[src/rtl/mem_pkg.sv]
// Shared types and size codes for the MEM-stage data access path.
package mem_pkg;

    typedef enum logic {
        IDLE = 1'b0,
        WAIT = 1'b1
    } state_t;

    localparam logic [1:0] SZ_WORD = 2'b00;
    localparam logic [1:0] SZ_HALF = 2'b01;
    localparam logic [1:0] SZ_BYTE = 2'b10;

    // Size code 2'b11 behaves as a word, so it shares the word alignment rule.
    function automatic logic is_misaligned(input logic [1:0] size, input logic [1:0] addr_lo);
        case (size)
            SZ_HALF: is_misaligned = addr_lo[0];
            SZ_BYTE: is_misaligned = 1'b0;
            default: is_misaligned = (addr_lo != 2'b00);
        endcase
    endfunction

endpackage

[src/rtl/mem_lane_align.sv]
// Little-endian byte-lane steering for stores and lane extraction/extension for loads.
module mem_lane_align
    import mem_pkg::*;
(
    input  logic [1:0]  size,
    input  logic [1:0]  addr_lo,
    input  logic [31:0] wdata,
    input  logic [31:0] rdata,
    input  logic        is_unsigned,
    output logic [3:0]  byte_en,
    output logic [31:0] bus_wdata,
    output logic [31:0] load_data
);

    logic [15:0] half_sel;
    logic [7:0]  byte_sel;

    always_comb begin
        byte_en   = 4'b1111;
        bus_wdata = wdata;
        load_data = rdata;
        half_sel  = addr_lo[1] ? rdata[31:16] : rdata[15:0];
        byte_sel  = rdata[{addr_lo, 3'b000} +: 8];
        case (size)
            SZ_HALF: begin
                byte_en   = addr_lo[1] ? 4'b1100 : 4'b0011;
                bus_wdata = {2{wdata[15:0]}};
                load_data = is_unsigned ? {16'h0000, half_sel}
                                        : {{16{half_sel[15]}}, half_sel};
            end
            SZ_BYTE: begin
                byte_en   = 4'b0001 << addr_lo;
                bus_wdata = {4{wdata[7:0]}};
                load_data = is_unsigned ? {24'h000000, byte_sel}
                                        : {{24{byte_sel[7]}}, byte_sel};
            end
            default: ;
        endcase
    end

endmodule

[src/rtl/mem_access_unit.sv]
// MEM stage: runs loads/stores over a req/ack bus, stalls while outstanding,
// and registers the MEM/WB-facing fields.
module mem_access_unit
    import mem_pkg::*;
#(
    parameter int TIMEOUT = 255
) (
    input  logic        Clk,
    input  logic        Reset,
    input  logic        MemReadIn,
    input  logic        MemWriteIn,
    input  logic [1:0]  LoadIn,
    input  logic [1:0]  StoreIn,
    input  logic        LoadUnsignedIn,
    input  logic [31:0] AddrIn,
    input  logic [31:0] WriteDataIn,
    input  logic [4:0]  RegDstIn,
    input  logic        RegWriteIn,
    input  logic        MemToRegIn,
    output logic        BusReq,
    output logic        BusWe,
    output logic [31:0] BusAddr,
    output logic [31:0] BusWData,
    output logic [3:0]  BusByteEn,
    input  logic        BusAck,
    input  logic [31:0] BusRData,
    output logic        Stall,
    output logic [31:0] ReadDataOut,
    output logic [31:0] ALUResultOut,
    output logic [4:0]  RegDstOut,
    output logic        RegWriteOut,
    output logic        MemToRegOut,
    output logic        MisalignedExc,
    output logic        BusErr
);

    state_t      state, state_nxt;
    logic [7:0]  cnt;
    logic [31:0] l_addr, l_wdata;
    logic [1:0]  l_size;
    logic        l_store, l_uns, l_rw, l_m2r;
    logic [4:0]  l_rd;

    logic        access, mis, start, in_wait, expired;
    logic [1:0]  in_size;
    logic [3:0]  lane_be;
    logic [31:0] lane_wdata, lane_ld;

    assign access  = MemReadIn | MemWriteIn;
    assign in_size = MemWriteIn ? StoreIn : LoadIn;
    assign mis     = access & is_misaligned(in_size, AddrIn[1:0]);
    assign in_wait = (state == WAIT);
    assign expired = (cnt == 8'd0);

    mem_lane_align u_align (
        .size        (l_size),
        .addr_lo     (l_addr[1:0]),
        .wdata       (l_wdata),
        .rdata       (BusRData),
        .is_unsigned (l_uns),
        .byte_en     (lane_be),
        .bus_wdata   (lane_wdata),
        .load_data   (lane_ld)
    );

    // Bus side is driven only from the latched copy so it stays put until acked.
    assign BusReq    = in_wait;
    assign BusWe     = in_wait & l_store;
    assign BusByteEn = in_wait ? lane_be : 4'b0000;
    assign BusAddr   = {l_addr[31:2], 2'b00};
    assign BusWData  = lane_wdata;

    always_ff @(posedge Clk or negedge Reset) begin
        if (!Reset) state <= IDLE;
        else        state <= state_nxt;
    end

    always_comb begin
        state_nxt = state;
        start     = 1'b0;
        Stall     = 1'b0;
        case (state)
            IDLE: begin
                start = access & ~mis;
                Stall = start;
                if (start) state_nxt = WAIT;
            end
            WAIT: begin
                Stall = ~BusAck & ~expired;
                if (BusAck || expired) state_nxt = IDLE;
            end
            default: state_nxt = IDLE;
        endcase
        // Stall must not hold up a pipeline that is itself being reset.
        Stall = Stall & Reset;
    end

    always_ff @(posedge Clk or negedge Reset) begin
        if (!Reset) begin
            cnt           <= '0;
            l_addr        <= '0;
            l_wdata       <= '0;
            l_size        <= SZ_WORD;
            l_store       <= 1'b0;
            l_uns         <= 1'b0;
            l_rd          <= '0;
            l_rw          <= 1'b0;
            l_m2r         <= 1'b0;
            ReadDataOut   <= '0;
            ALUResultOut  <= '0;
            RegDstOut     <= '0;
            RegWriteOut   <= 1'b0;
            MemToRegOut   <= 1'b0;
            MisalignedExc <= 1'b0;
            BusErr        <= 1'b0;
        end else begin
            MisalignedExc <= 1'b0;
            BusErr        <= 1'b0;
            if (!in_wait) begin
                if (start) begin
                    l_addr      <= AddrIn;
                    l_wdata     <= WriteDataIn;
                    l_size      <= in_size;
                    l_store     <= MemWriteIn;
                    l_uns       <= LoadUnsignedIn;
                    l_rd        <= RegDstIn;
                    l_rw        <= RegWriteIn;
                    l_m2r       <= MemToRegIn;
                    cnt         <= 8'(TIMEOUT);
                    // Bubble downstream while the access is outstanding.
                    ReadDataOut <= '0;
                    RegWriteOut <= 1'b0;
                    MemToRegOut <= 1'b0;
                end else begin
                    ReadDataOut   <= '0;
                    ALUResultOut  <= AddrIn;
                    RegDstOut     <= RegDstIn;
                    RegWriteOut   <= RegWriteIn & ~mis;
                    MemToRegOut   <= MemToRegIn;
                    MisalignedExc <= mis;
                end
            end else if (BusAck) begin
                ReadDataOut  <= l_store ? 32'h0 : lane_ld;
                ALUResultOut <= l_addr;
                RegDstOut    <= l_rd;
                RegWriteOut  <= l_rw & ~l_store;
                MemToRegOut  <= l_m2r;
            end else if (expired) begin
                ReadDataOut  <= '0;
                ALUResultOut <= l_addr;
                RegDstOut    <= l_rd;
                RegWriteOut  <= 1'b0;
                MemToRegOut  <= l_m2r;
                BusErr       <= 1'b1;
            end else begin
                cnt <= cnt - 8'd1;
            end
        end
    end

endmodule
[config.mk]
export PLATFORM = sky130hd
export DESIGN_NAME = mem_access_unit
export DESIGN_NICKNAME = d
export VERILOG_FILES = /design/src/rtl/mem_pkg.sv /design/src/rtl/mem_lane_align.sv /design/src/rtl/mem_access_unit.sv
export SDC_FILE = /design/constraint.sdc
export NUM_CORES = 1
export LEC_CHECK = 0
export CORE_MARGIN = 2
export CORE_UTILIZATION = 45
export CTS_CLUSTER_SIZE = 16
export DETAILED_ROUTE_END_ITERATION = 8
export PLACE_DENSITY_LB_ADDON = 0.08
export SYNTH_ARGS = -nofsm -noshare
export SYNTH_HDL_FRONTEND = slang
export SYNTH_SLANG_ARGS = --single-unit
[constraint.sdc]
create_clock -name Clk -period 4.26 [get_ports Clk]
set_input_delay 0.852 -clock Clk [delete_from_list [all_inputs] [get_ports Clk]]
set_output_delay 0.852 -clock Clk [all_outputs]
set_load 0.1 [all_outputs]
# Yosys cells after proc, flatten, opt, wreduce, memory -nomap -nowiden
# Cells that the tools add are included.
# totals
wordCells,92
ff_bits,157
in_bits,113
output_inout_bits,144
# op_classes
n_reduce_logical,7
n_bitwise,13
n_addsub,1
shifts,2
n_eq_ne,8
mux,44
# ops
operator,n
$mux W32,10
$pmux W32 S2,2
$mux W8,4
$shiftx A32 B6 Y8,1
$mux W5,4
$mux W1,16
$mux W16,1
$logic_not A8 Y1,1
$mux W4,2
$pmux W4 S2,1
$sub A8 B1 Y8 const B,1
$and A1 B1 Y1,7
$ne A2 B2 Y1 const B,3
$pmux W1 S2,3
$not A1 Y1,5
$eq A2 B1 Y1 const B,2
$eq A2 B2 Y1 const B,2
$reduce_and A2 Y1,2
$reduce_bool A2 Y1,2
$shl A1 B2 Y4 const A,1
$ne A3 B2 Y1 const B,1
$reduce_and A3 Y1,1
$mux W2,1
$logic_or A1 B1 Y1,1
$or A1 B1 Y1,1

# Logic depth before layout (Yosys ltp)
# depth
depth_word,9
mapped_depth,10
ltp_nobuf,6

# Cells and area by module
# A second synthesis with hierarchy kept.
# hier_totals
cells_unflattened,827
hier_area_um2,7808.7
# by_module_without_submodules
module,area_per_inst_um2,seq_area_each_um2,cells_per_inst,instances
mem_access_unit,6683.9,3928.8,659,1
mem_lane_align,1124.8,0.0,168,1

# Worst setup path after synthesis
# Ideal clock, no wire load.
# synth_timing
kind,flip-flop to output port
from,reg l_size[1]
to,out BusWData[24]
t_arrival_ns,3.453
stages_incl_launch_ff,8
path_slack_ns,-0.045
n_path_buf,3
path_cell_list,dfrtp_1 -> inv_1 -> ha_1 -> clkbuf_1 -> buf_2 -> buf_2 -> a22oi_1 -> o21ai_0
# synth_between
elab_chain_len,2
word_cells_on_any_way,3
cone_classes,eq/ne (2); mux (1)
# synth_rtl
element,line,rtl
from (decl),mem_access_unit.sv:40,logic [1:0] l_size;
from (signal assigned),mem_access_unit.sv:123,l_size <= in_size;
$eq A2 B2 Y1 or $eq A2 B1 Y1 (tied branches),mem_lane_align.sv:24,case (size)
$pmux W32 S2 *,mem_lane_align.sv:24,
to (decl),mem_access_unit.sv:23,"output logic [31:0] BusWData,"
# Every way passes the cells marked *; elsewhere a longest branch is shown, timed or not.

# Worst setup path after layout
# layout_timing
from,in MemWriteIn
to,out Stall
# layout_between
elab_chain_len,8
word_cells_on_any_way,10
cone_classes,eq/ne (2); mux (3); bitwise (5)
# layout_rtl
element,line,rtl
from (decl),mem_access_unit.sv:11,"input logic MemWriteIn,"
$mux W2,mem_access_unit.sv:50,assign in_size = MemWriteIn ? StoreIn : LoadIn;
$eq A2 B2 Y1 or $eq A2 B1 Y1 (tied branches),mem_pkg.sv:15,case (size)
$pmux W1 S2,mem_pkg.sv:15,
$and A1 B1 Y1,mem_access_unit.sv:51,"assign mis = access & is_misaligned(in_size, AddrIn[1:0]);"
$not A1 Y1,mem_access_unit.sv:84,start = access & ~mis;
$and A1 B1 Y1 *,mem_access_unit.sv:84,
$pmux W1 S2 *,mem_access_unit.sv:82,case (state)
$and A1 B1 Y1 *,mem_access_unit.sv:95,Stall = Stall & Reset;
to (decl),mem_access_unit.sv:27,"output logic Stall,"
# Marks and branches as above.

==> results list <==
* Total wire length: 21.43 mm
* Detailed router's first-iteration violation count: 419
- The worst setup path is captured at an output port.
- Once detailed placement completed, the half-perimeter wirelength came to 13.88 mm.
- Clk buf depth: 2
* First-pass GRT wire length: 34.14 mm
- Fin crit period: 3.860 ns
- In this run, post-CTS repair resized a total of 0 instances.
- Pin placement for this block handled ~260 I/O pins.
- Seq/Total Area, Yosys: 0.5134
- Setup violations remaining at the end of the flow were counted as 0.
- Buffers added to address setup during post-CTS repair amount to 0.
- Routability-driven placement finished with a final weighted congestion of ~0.79.
* CP Data Arrival Time: roughly 3 ns
- CTS built an H-tree with a depth of 4.
- The detail route stage leaves a number of antenna-violating nets equal to 0.
- Die ar.: 18060 um2
- In the synthesized netlist, the number of instances is 815.
- Starting utilization of the core area: 0.4614
* Cts-stage hold buffer count: 0
- TritonCTS built the clock tree.
- Yosys mapped the design onto 54 distinct sky130hd cell types.
- Of the available clock period, the critical path in the final layout requires 0.9061.
- After filler insertion, the fill cell instance count of the layout stands at 1389.
* Setup repair after global routing missed its margin: no
- After clock tree synthesis, the clock-pin slew on the worst setup and hold paths is 0.06 ns.
* Largest cells by area after synthesis: dfrtp_1 51%, nand2_1 13%, o21ai_0 6.4%
- In this run the standard cell core region covers about 17000 um2.
- Total routing usage reported by global routing: 0.2397
* Die extent in x: 134.4 um
- The via count of the first global-routing pass came to 6381.
- Clock root cell: clkbuf_16
* FF-to-FF path depth: 4
- Fraction of final layout cells with drive strength greater than 1: 0.1087
* Number of clock sinks seen by CTS: 157
- Dividing the detail-routed wire length by the instance count gives 17.38 um.
- Launch instance of the worst min-delay path: l_wdata[26]
* Critical path startpoint: MemWriteIn
* Area fraction of the dominant cell type after synthesis: 0.5134
- After synthesis the netlist holds a flip-flop and latch count of 157.
* GRT Residual Overflow: 0
- For this run, the post-layout net count is 1118.
- Fmax: 259.1 MHz
- Antenna violations before repair: 1
* Main flop type after synthesis: dfrtp_1
- In this run the worst setup path terminates at Stall.
- Entering global routing, the biggest net connects 158 pins.
* Path class of the lowest-slack min-delay path: reg2reg
- Excluding fillers, the count of instances in the completed layout stands at 1233.
* Highest fanout seen on the critical path: 5
- The first TritonRoute pass finished after 5 iterations.
* Register-to-Register Setup Slack: roughly 1.2 ns
- Measured slew at the worst slew-check pin: roughly 1.1 ns
- Worst Path Required: 3.41 ns
- Between clock sinks in the finished design, the worst skew comes to 0.009055 ns.
- After detailed placement, the design holds a cell count of 1201.
* Vias/cell: 5.286
- Max-cap violations: 0
* Worst relative slew slack: 0.2365
* Worst setup margin: 0.3999 ns
* Area leader, netlist: dfrtp_1
* Post-synthesis async set-or-reset flop share: 1.000
- Yosys warns: 0
- The worst setup path is launched from a primary input.
- Growth of design area from synthesis to finish: 38.67%
* Critical register-to-register path startpoint: l_size[1]
* Sum of negative setup slack: 0 ns
* Clock latency at the later pin of the worst-skew pair: around 0.42 ns
- Final routed DRC violation total: 0
- The count of final max-slew check failures is 0.
* Number of input and output port buffers inserted: 254
- By count the netlist is led by 259 x nand2_1, 157 x dfrtp_1, 98 x o21ai_0.
* Post-placement setup slack: a little under 0.4 ns
- Reg-to-reg critical path endpoint: ReadDataOut[23]
- Most frequent cell after synthesis: nand2_1
- The total count of hold-check failures in the final report came to 0.
- In this run, synthesis inferred 0 flip-flops with an integrated enable.
* Run status: finished clean
* TritonCTS buffer count: 17
- Mean instance size in the synthesized netlist: 9.389 um2
- In this run the vertical extent of the chip is 134.4 um.
- Num rows: 47
- The cell area that synthesis handed to floorplanning was 7652 um2.
- Critical Setup Path Class: in2out
- Total via count in the routed design: between 6000 and 7000
cells by family (layout without fill, tap and decap cells):
logic type,after synthesis,after routing,share of synthesized area
buf+inv,105,301,0.07636
xor+xnor,3,3,0.003434
other cells,1,3,0.0004900
compound gates,197,197,0.1717
flops,157,157,0.5134
fa+ha+maj,5,5,0.008175
simple gates,296,296,0.1579
mux,51,51,0.06851
worst min-delay path by stage:
stage                   to  slack (ns)  cells past startpoint
5_1_grt               l_rw        0.50                      2
3_3_place_gp         l_m2r        0.46                      2
2_1_floorplan      l_rd[0]        0.45                      2
6_report       l_wdata[26]        0.47                      2
3_5_place_dp       l_rd[0]        0.46                      2
4_1_cts            l_rd[0]        0.48                      2
critical path, stage by stage:
cell and delay (ns):
clkdlybuf4s50_1 0.48, buf_4 0.16, mux2i_1 0.24, ha_1 0.28, a21oi_1 0.37, o221ai_4 0.14, nand2b_1 0.12, and2_1 0.18
buf_12 0.18
flip-flops by register name (all words and copies together), names as in the netlist:
register       count
l_uns              1
RegDstOut          5
l_wdata           32
MemToRegOut        1
cnt                8
MisalignedExc      1
RegWriteOut        1
l_rw               1
l_m2r              1
l_size             2
l_rd               5
l_store            1
ReadDataOut       32
ALUResultOut      32
l_addr            32
BusErr             1
BusReq             1
metrics by stage:
stage                     area [um2]    util  hold WS (ns)
after global placement         10030  0.6050        0.4581
final                          10610  0.6399        0.4733
after global routing           10610  0.6397        0.5023
after detailed placement       10030  0.6050        0.4624
after CTS                      10610  0.6397        0.4785
after floorplan                 7656       -        0.4454
metal layers:
| metal | part of all wire | global-route usage | vias to the layer above |
|---|---|---|---|
| met5 | 0 | 0 | - |
| met1 | 0.44 | 0.3328 | 3164 |
| li1 | - | - | 3118 |
| met4 | 0.016 | 0.06023 | 0 |
| met3 | 0.073 | 0.06689 | 24 |
| met2 | 0.47 | 0.3736 | 212 |
cell usage in the layout, fill, tap and decap left out, drive strengths merged, types with 2 or more instances in the layout:
cell type / n
and2b: 2
o21ai: 102
a221o: 23
clkdlybuf4s50: 222
a211oi: 3
o211ai: 8
nor3: 3
ha: 5
nand4: 2
bufinv: 2
a2bb2oi: 2
a32o: 9
a22o: 9
o21bai: 2
inv: 4
a21oi: 22
clkbuf: 20
xor2: 3
clkinv: 7
mux2i: 40
a22oi: 8
and2: 3
conb: 2
mux2: 11
nand2: 259
buf: 42
clkinvlp: 4
nand2b: 10
nor2b: 2
or2: 2
nor2: 5
a31oi: 2
dfrtp: 157
cell type report:
cell class / instances / area (um2) / area share
Clock inverter: 11 / 118.9 / 0.01120
Antenna cell: 1 / 2.502 / 0.0002358
Multi-Input combinational cell: 554 / 3177 / 0.2994
Tap cell: 220 / 275.3 / 0.02594
Clock buffer: 20 / 456.7 / 0.04304
Inverter: 6 / 22.52 / 0.002122
Sequential cell: 157 / 3930 / 0.3704
Timing Repair Buffer: 264 / 2629 / 0.2477
Power is left out: the tool's default activity adds up to more than one toggle a clock period on the data nets, which glitch-free logic cannot reach.
